$ cat src/rtl/reg_file_param.sv
// Parametrised multi-port register file with three combinational read ports, a split
// double-width write bus and a valid/ready dump engine that streams the whole file.
module reg_file_param #(
    parameter int unsigned DATA_W   = 8,
    parameter int unsigned NUM_REGS = 4,
    parameter int unsigned ADDR_W   = $clog2(NUM_REGS),
    parameter int unsigned BYPASS   = 1
) (
    input  logic                  clk,
    input  logic                  reset_n,
    input  logic [ADDR_W-1:0]     read_reg1,
    input  logic [ADDR_W-1:0]     read_reg2,
    input  logic [ADDR_W-1:0]     read_reg3,
    output logic [DATA_W-1:0]     read_data1,
    output logic [DATA_W-1:0]     read_data2,
    output logic [DATA_W-1:0]     read_data3,
    input  logic [ADDR_W-1:0]     write_reg1,
    input  logic [ADDR_W-1:0]     write_reg2,
    input  logic [2*DATA_W-1:0]   write_data,
    input  logic                  write_en1,
    input  logic                  write_en2,
    input  logic                  dump_start,
    output logic                  dump_busy,
    output logic                  dump_valid,
    input  logic                  dump_ready,
    output logic [ADDR_W-1:0]     dump_addr,
    output logic [DATA_W-1:0]     dump_data,
    output logic                  dump_last
);

    localparam logic [ADDR_W-1:0] LAST_IDX = ADDR_W'(NUM_REGS - 1);

    typedef enum logic {IDLE, DUMP} state_t;

    logic [DATA_W-1:0] regs      [NUM_REGS];
    logic [DATA_W-1:0] regs_next [NUM_REGS];
    logic [DATA_W-1:0] wdata1;
    logic [DATA_W-1:0] wdata2;
    logic [ADDR_W-1:0] raddr     [3];
    logic [DATA_W-1:0] rdata     [3];

    state_t            state;
    state_t            state_next;
    logic [ADDR_W-1:0] idx;
    logic [ADDR_W-1:0] idx_next;
    logic [DATA_W-1:0] cap;
    logic [DATA_W-1:0] cap_next;
    logic [ADDR_W-1:0] cap_sel;
    logic [DATA_W-1:0] cap_val;

    assign wdata1 = write_data[2*DATA_W-1:DATA_W];
    assign wdata2 = write_data[DATA_W-1:0];

    // Post-edge array image: port 2 overrides port 1, out-of-range addresses match nothing.
    always_comb begin
        for (int i = 0; i < NUM_REGS; i++) begin
            regs_next[i] = regs[i];
            if (write_en1 && (write_reg1 == ADDR_W'(i))) regs_next[i] = wdata1;
            if (write_en2 && (write_reg2 == ADDR_W'(i))) regs_next[i] = wdata2;
        end
    end

    always_ff @(posedge clk or negedge reset_n) begin
        if (!reset_n) begin
            for (int i = 0; i < NUM_REGS; i++) regs[i] <= '0;
        end else begin
            for (int i = 0; i < NUM_REGS; i++) regs[i] <= regs_next[i];
        end
    end

    // Forwarding is simply reading the post-edge image instead of the stored array.
    always_comb begin
        raddr[0] = read_reg1;
        raddr[1] = read_reg2;
        raddr[2] = read_reg3;
        for (int p = 0; p < 3; p++) begin
            rdata[p] = '0;
            for (int i = 0; i < NUM_REGS; i++) begin
                if (raddr[p] == ADDR_W'(i)) rdata[p] = (BYPASS != 0) ? regs_next[i] : regs[i];
            end
        end
    end

    assign read_data1 = rdata[0];
    assign read_data2 = rdata[1];
    assign read_data3 = rdata[2];

    // Next register to capture: index 0 on start, idx+1 on an accepted beat.
    always_comb begin
        cap_sel = (state == DUMP) ? idx + ADDR_W'(1) : '0;
        cap_val = '0;
        for (int i = 0; i < NUM_REGS; i++) begin
            if (cap_sel == ADDR_W'(i)) cap_val = regs_next[i];
        end
    end

    always_ff @(posedge clk or negedge reset_n) begin
        if (!reset_n) begin
            state <= IDLE;
            idx   <= '0;
            cap   <= '0;
        end else begin
            state <= state_next;
            idx   <= idx_next;
            cap   <= cap_next;
        end
    end

    always_comb begin
        state_next = state;
        idx_next   = idx;
        cap_next   = cap;
        case (state)
            IDLE: begin
                if (dump_start) begin
                    state_next = DUMP;
                    idx_next   = '0;
                    cap_next   = cap_val;
                end
            end
            DUMP: begin
                if (dump_ready) begin
                    if (idx == LAST_IDX) begin
                        state_next = IDLE;
                        idx_next   = '0;
                        cap_next   = '0;
                    end else begin
                        idx_next = idx + ADDR_W'(1);
                        cap_next = cap_val;
                    end
                end
            end
            default: state_next = IDLE;
        endcase
    end

    always_comb begin
        dump_busy  = 1'b0;
        dump_valid = 1'b0;
        dump_last  = 1'b0;
        dump_addr  = '0;
        if (state == DUMP) begin
            dump_busy  = 1'b1;
            dump_valid = 1'b1;
            dump_addr  = idx;
            dump_last  = (idx == LAST_IDX);
        end
    end

    assign dump_data = cap;

endmodule

$ cat config.mk
export PLATFORM = sky130hd
export DESIGN_NAME = reg_file_param
export DESIGN_NICKNAME = d
export VERILOG_FILES = /design/src/rtl/reg_file_param.sv
export SDC_FILE = /design/constraint.sdc
export NUM_CORES = 1
export LEC_CHECK = 0
export BUFFER_PORTS_ARGS = -buffer_cell sky130_fd_sc_hd__buf_2
export CORE_UTILIZATION = 26
export DETAILED_ROUTE_END_ITERATION = 16
export PLACE_DENSITY_LB_ADDON = 0.25
export SKIP_CTS_REPAIR_TIMING = 1
export SYNTH_ARGS = -nofsm -noshare
export SYNTH_HDL_FRONTEND = slang
export SYNTH_SLANG_ARGS = --single-unit
$ cat constraint.sdc
create_clock -name clk -period 2.1 [get_ports clk]
set_input_delay 0.315 -clock clk [delete_from_list [all_inputs] [get_ports clk]]
set_output_delay 0.315 -clock clk [all_outputs]
set_load 0.01 [all_outputs]
==> key figures <==
Status
  • Status: finished, violations left
  • Violated checks: setup timing

Clock network
  • Root Driver: clkbuf_16
  • Num CTS Buffers: 5
  • TritonCTS clock tree: yes
  • Insertion delay to the later sink of the worst-skew pair: between 0.2 and 0.3 ns
  • CTS Buffer Depth: 2
  • Clk sinks: between 40 and 50
  • Worst-path clk slew: around 0.06 ns
  • # H-tree levels: 2

Place
  • IO Port Bufs: 68
  • Detailed placement HPWL: approximately 7600 um
  • Routability cong.: approximately 0.84
  • Number of cells after detailed placement: around 550

Worst setup path
  • Buf+Inv Stages, Crit Path: 4
  • Crit path cell chain: buf_8, nor3b_4, buf_6, buf_12, mux2i_2, a21oi_2, mux4_2, buf_2
  • Crit-path leading delay family: multiplexers
  • Worst path required time: between 1.5 and 2 ns
  • Worst r2r src: idx[1]
  • Crit path from: write_reg1[1]
  • CP endpoint kind: output pin
  • Worst-path maximum fanout: 5
  • Critical path data arrival time: between 1.5 and 2 ns
  • CP max stage cell: mux4_2
  • WS Path Type: primary input to output pin
  • CP peak stage delay: 0.49 ns
  • Crit path launch type: primary input

Synth
  • #FFs+latches synth: 43
  • Syn Nets: 342
  • Yosys warning count: 0
  • Syn avg cell area: 9.59 um^2
  • Synth cell types: 37
  • Syn Inst Count: 309
  • Synth Cell Area: about 3000 um^2
  • Cell taking the most area after synthesis: dfrtp_1
  • Largest cells by area after synthesis: dfrtp_1 36%, mux2i_1 10%, mux4_2 9.1%
  • Post-synthesis sequential area ratio: 0.363
  • Area share of the largest cell type after synthesis: 0.363

GRT
  • Gr ovfl total: 0
  • Global Route Usage Sum: 0.170
  • Initial antenna violation count: 0
  • First-pass GRT wire length: roughly 15000 um
  • Vias in the first global route: 2760
  • Largest net degree at the start of global routing: 23

Finish
  • Proportion of layout cells with a drive suffix above 1: 0.454
  • FF/Latch Area: 1080 um^2
  • Area of the multi-input gates: 1960 um^2
  • Post-Layout Cell Count: approximately 560
  • Final Util: 0.390
  • Nets: about 460
  • Fill cells: about 1.1k
  • Layout area overhead: 44.5%

Pwr
  • Peak VDD IR: just over 0.0006 V
  • Leakage: 1.89 nW
  • Pint: 2.56 mW
  • Comb power frac: 0.539
  • Switching Share: 0.403
  • Net Sw Power: about 1.7 mW
  • Power per Cell Area: around 1000 nW/um^2
  • Clock power frac: 0.184
  • Share of power burned in registers: 0.277

STA
  • Max Fclk: between 0.4 and 0.5 GHz
  • Skew final: about 0.0052 ns
  • RSZ-0062 raised after global routing: true
  • Final Hold Fails: 0
  • Worst Tran Pin Value: around 0.54 ns
  • Relative slew margins: 0.642
  • Final setup viols: 15
  • PnR worst setup slack: -0.104 ns
  • Final period util: 1.05
  • Final min period: ~2.2 ns
  • Fin. max-slew vios: 0

Job
  • Maxcap violations: 0

Drt
  • DRT Wirelength: approximately 9900 um
  • Drt drc: 0
  • Vias per inst: between 5 and 6
  • Drt first pass iters: 4
  • Vias: between 2k and 3k
  • Antenna viol nets, final: 0
  • Initial DRC Count: approximately 260
  • Routed len/inst: 17.5 um

Floorplan
  • Io pins: between 60 and 70
  • Die ar.: 11800 um^2
  • Row cnt: 38
  • DIE WIDTH: 109 um
  • Core area: around 11000 um^2
  • DIE HEIGHT: about 110 um
  • Initial Utilization: 0.270

Worst hold path
  • Hold Crit Class: primary input to asynchronous set/reset pin
==> cells by family (layout without fill, tap and decap cells) <==
| family | Yosys count | count (layout) | synth area share |
|---|---|---|---|
| fa+ha+maj | 1 | 1 | 0.00422 |
| simple gates | 86 | 86 | 0.141 |
| buf+inv | 25 | 139 | 0.0359 |
| other cells | 0 | 1 | 0 |
| mux | 48 | 48 | 0.233 |
| xor+xnor | 1 | 1 | 0.00296 |
| compound gates | 105 | 105 | 0.220 |
| flops | 43 | 43 | 0.363 |
==> path summary, 6_finish.rpt <==
| check | to | slack (ns) | cells past startpoint |
|---|---|---|---|
| hold reg to reg | dump_data[7] | 0.53 | 2 |
| setup reg to reg | dump_data[6] | 0.32 | 6 |
| min in group clk | idx[0] | 0.26 | 2 |
| max in group asynchronous | regs[7] | 1.51 | 2 |
| hold / removal | dump_data[1] | 0.008 | 1 |
| setup / recovery | read_data1[5] | -0.10 | 8 |
==> flip-flops by register name (all words and copies together) (netlist names) <==
name	count
state	1
regs	32
dump_data	8
idx	2
==> per-layer routing <==
layer / GRT usage / wire length [um] / vias up / share of wire
li1: - / - / 1377 / -
met1: 0.248 / 4630 / 1429 / 0.47
met2: 0.261 / 4610 / 95 / 0.47
met3: 0.0251 / 543 / 8 / 0.055
met4: 0.0434 / 93 / 0 / 0.0094
met5: 0 / 0 / - / 0
==> metrics by stage <==
step                      worst slack (ns)  hold slack [ns]  instance area [um^2]  TNS [ns]  power [mW]
after floorplan                      0.198           0.0194                  2960         0        2.47
after global placement              -0.239            0.337                  3790     -3.51        3.30
after detailed placement            -0.191            0.325                  3790     -2.32        3.33
after CTS                           -0.203           0.0176                  3940     -2.60        4.14
after global routing                -0.147           0.0434                  4280     -1.77        4.59
final                               -0.104          0.00776                  4280     -1.02        4.30
==> cells in the final DEF (no fill, tap or decap), drive strengths merged, types with 2 or more instances in the layout <==
cell      synthesis  final
mux2              2      2
buf               9    127
o21ai            18     18
inv               4      5
o221ai            7      7
clkinvlp          0      2
o22ai            10     10
nand3b            4      4
nor2             28     28
a221oi            4      4
nand2b           17     17
nand2            26     26
mux2i            31     31
and2              3      3
dfrtp            43     43
clkbuf           12      5
nor3              2      2
mux4             15     15
a21oi            49     49
a22oi             7      7
o31ai             2      2
nand3             2      2
a21boi            5      5
==> worst reg2reg max path: cells and delay by family (launching register included) <==
family | cells | cell delay (ns)
AOI/OAI and AO/OA | 2 | 0.26
adders and majority gates | 1 | 0.44
buffers and inverters | 1 | 0.17
DFF | 1 | 0.40
and+or+nand+nor | 2 | 0.38
==> cell type report <==
type / count / share of cell area
multi-input combinational: 241 / 0.458
timing repair buffer: 127 / 0.211
clock inverter: 3 / 0.00555
tap: 140 / 0.0409
inverter: 4 / 0.00350
sequential: 43 / 0.251
clock buffer: 5 / 0.0292
antenna: 1 / 0.000584
==> power by group through the flow <==
stage / clock [mW] / sequential (mW) / combinational, mW
detailed placement: 0 / 1.19 / 2.14
CTS: 0.808 / 1.18 / 2.15
global placement: 0 / 1.19 / 2.11
finish: 0.790 / 1.19 / 2.32
global route: 0.833 / 1.22 / 2.54
floorplan: 0 / 1.21 / 1.27
==> Yosys cell counts <==
| cell type | n |
|---|---|
| dfrtp_1 | 43 |
| clkbuf_1 | 12 |
| and2_1 | 3 |
| a22oi_1 | 7 |
| a21oi_2 | 8 |
| mux4_1 | 3 |
| a31oi_1 | 1 |
| buf_2 | 4 |
| o221ai_1 | 7 |
| o21ai_0 | 11 |
| xor2_1 | 1 |
| mux2i_1 | 31 |
| o21a_1 | 1 |
| nor2_1 | 28 |
| o21ai_1 | 7 |
| nand3_4 | 1 |
| a21boi_0 | 5 |
| o32ai_1 | 1 |
| buf_4 | 2 |
| nor3b_1 | 1 |
| a221oi_1 | 4 |
| or3b_1 | 1 |
| o22ai_1 | 10 |
| and3_1 | 1 |
| nand3b_1 | 4 |
| a21oi_1 | 41 |
| mux4_2 | 12 |
| or2_2 | 1 |
| mux2_4 | 2 |
| nand3_1 | 1 |
| ha_1 | 1 |
| nor3_1 | 2 |
| nand2b_1 | 17 |
| inv_1 | 4 |
| o31ai_1 | 2 |
| buf_1 | 3 |
| nand2_1 | 26 |
Power figures use the tool's default switching activity.
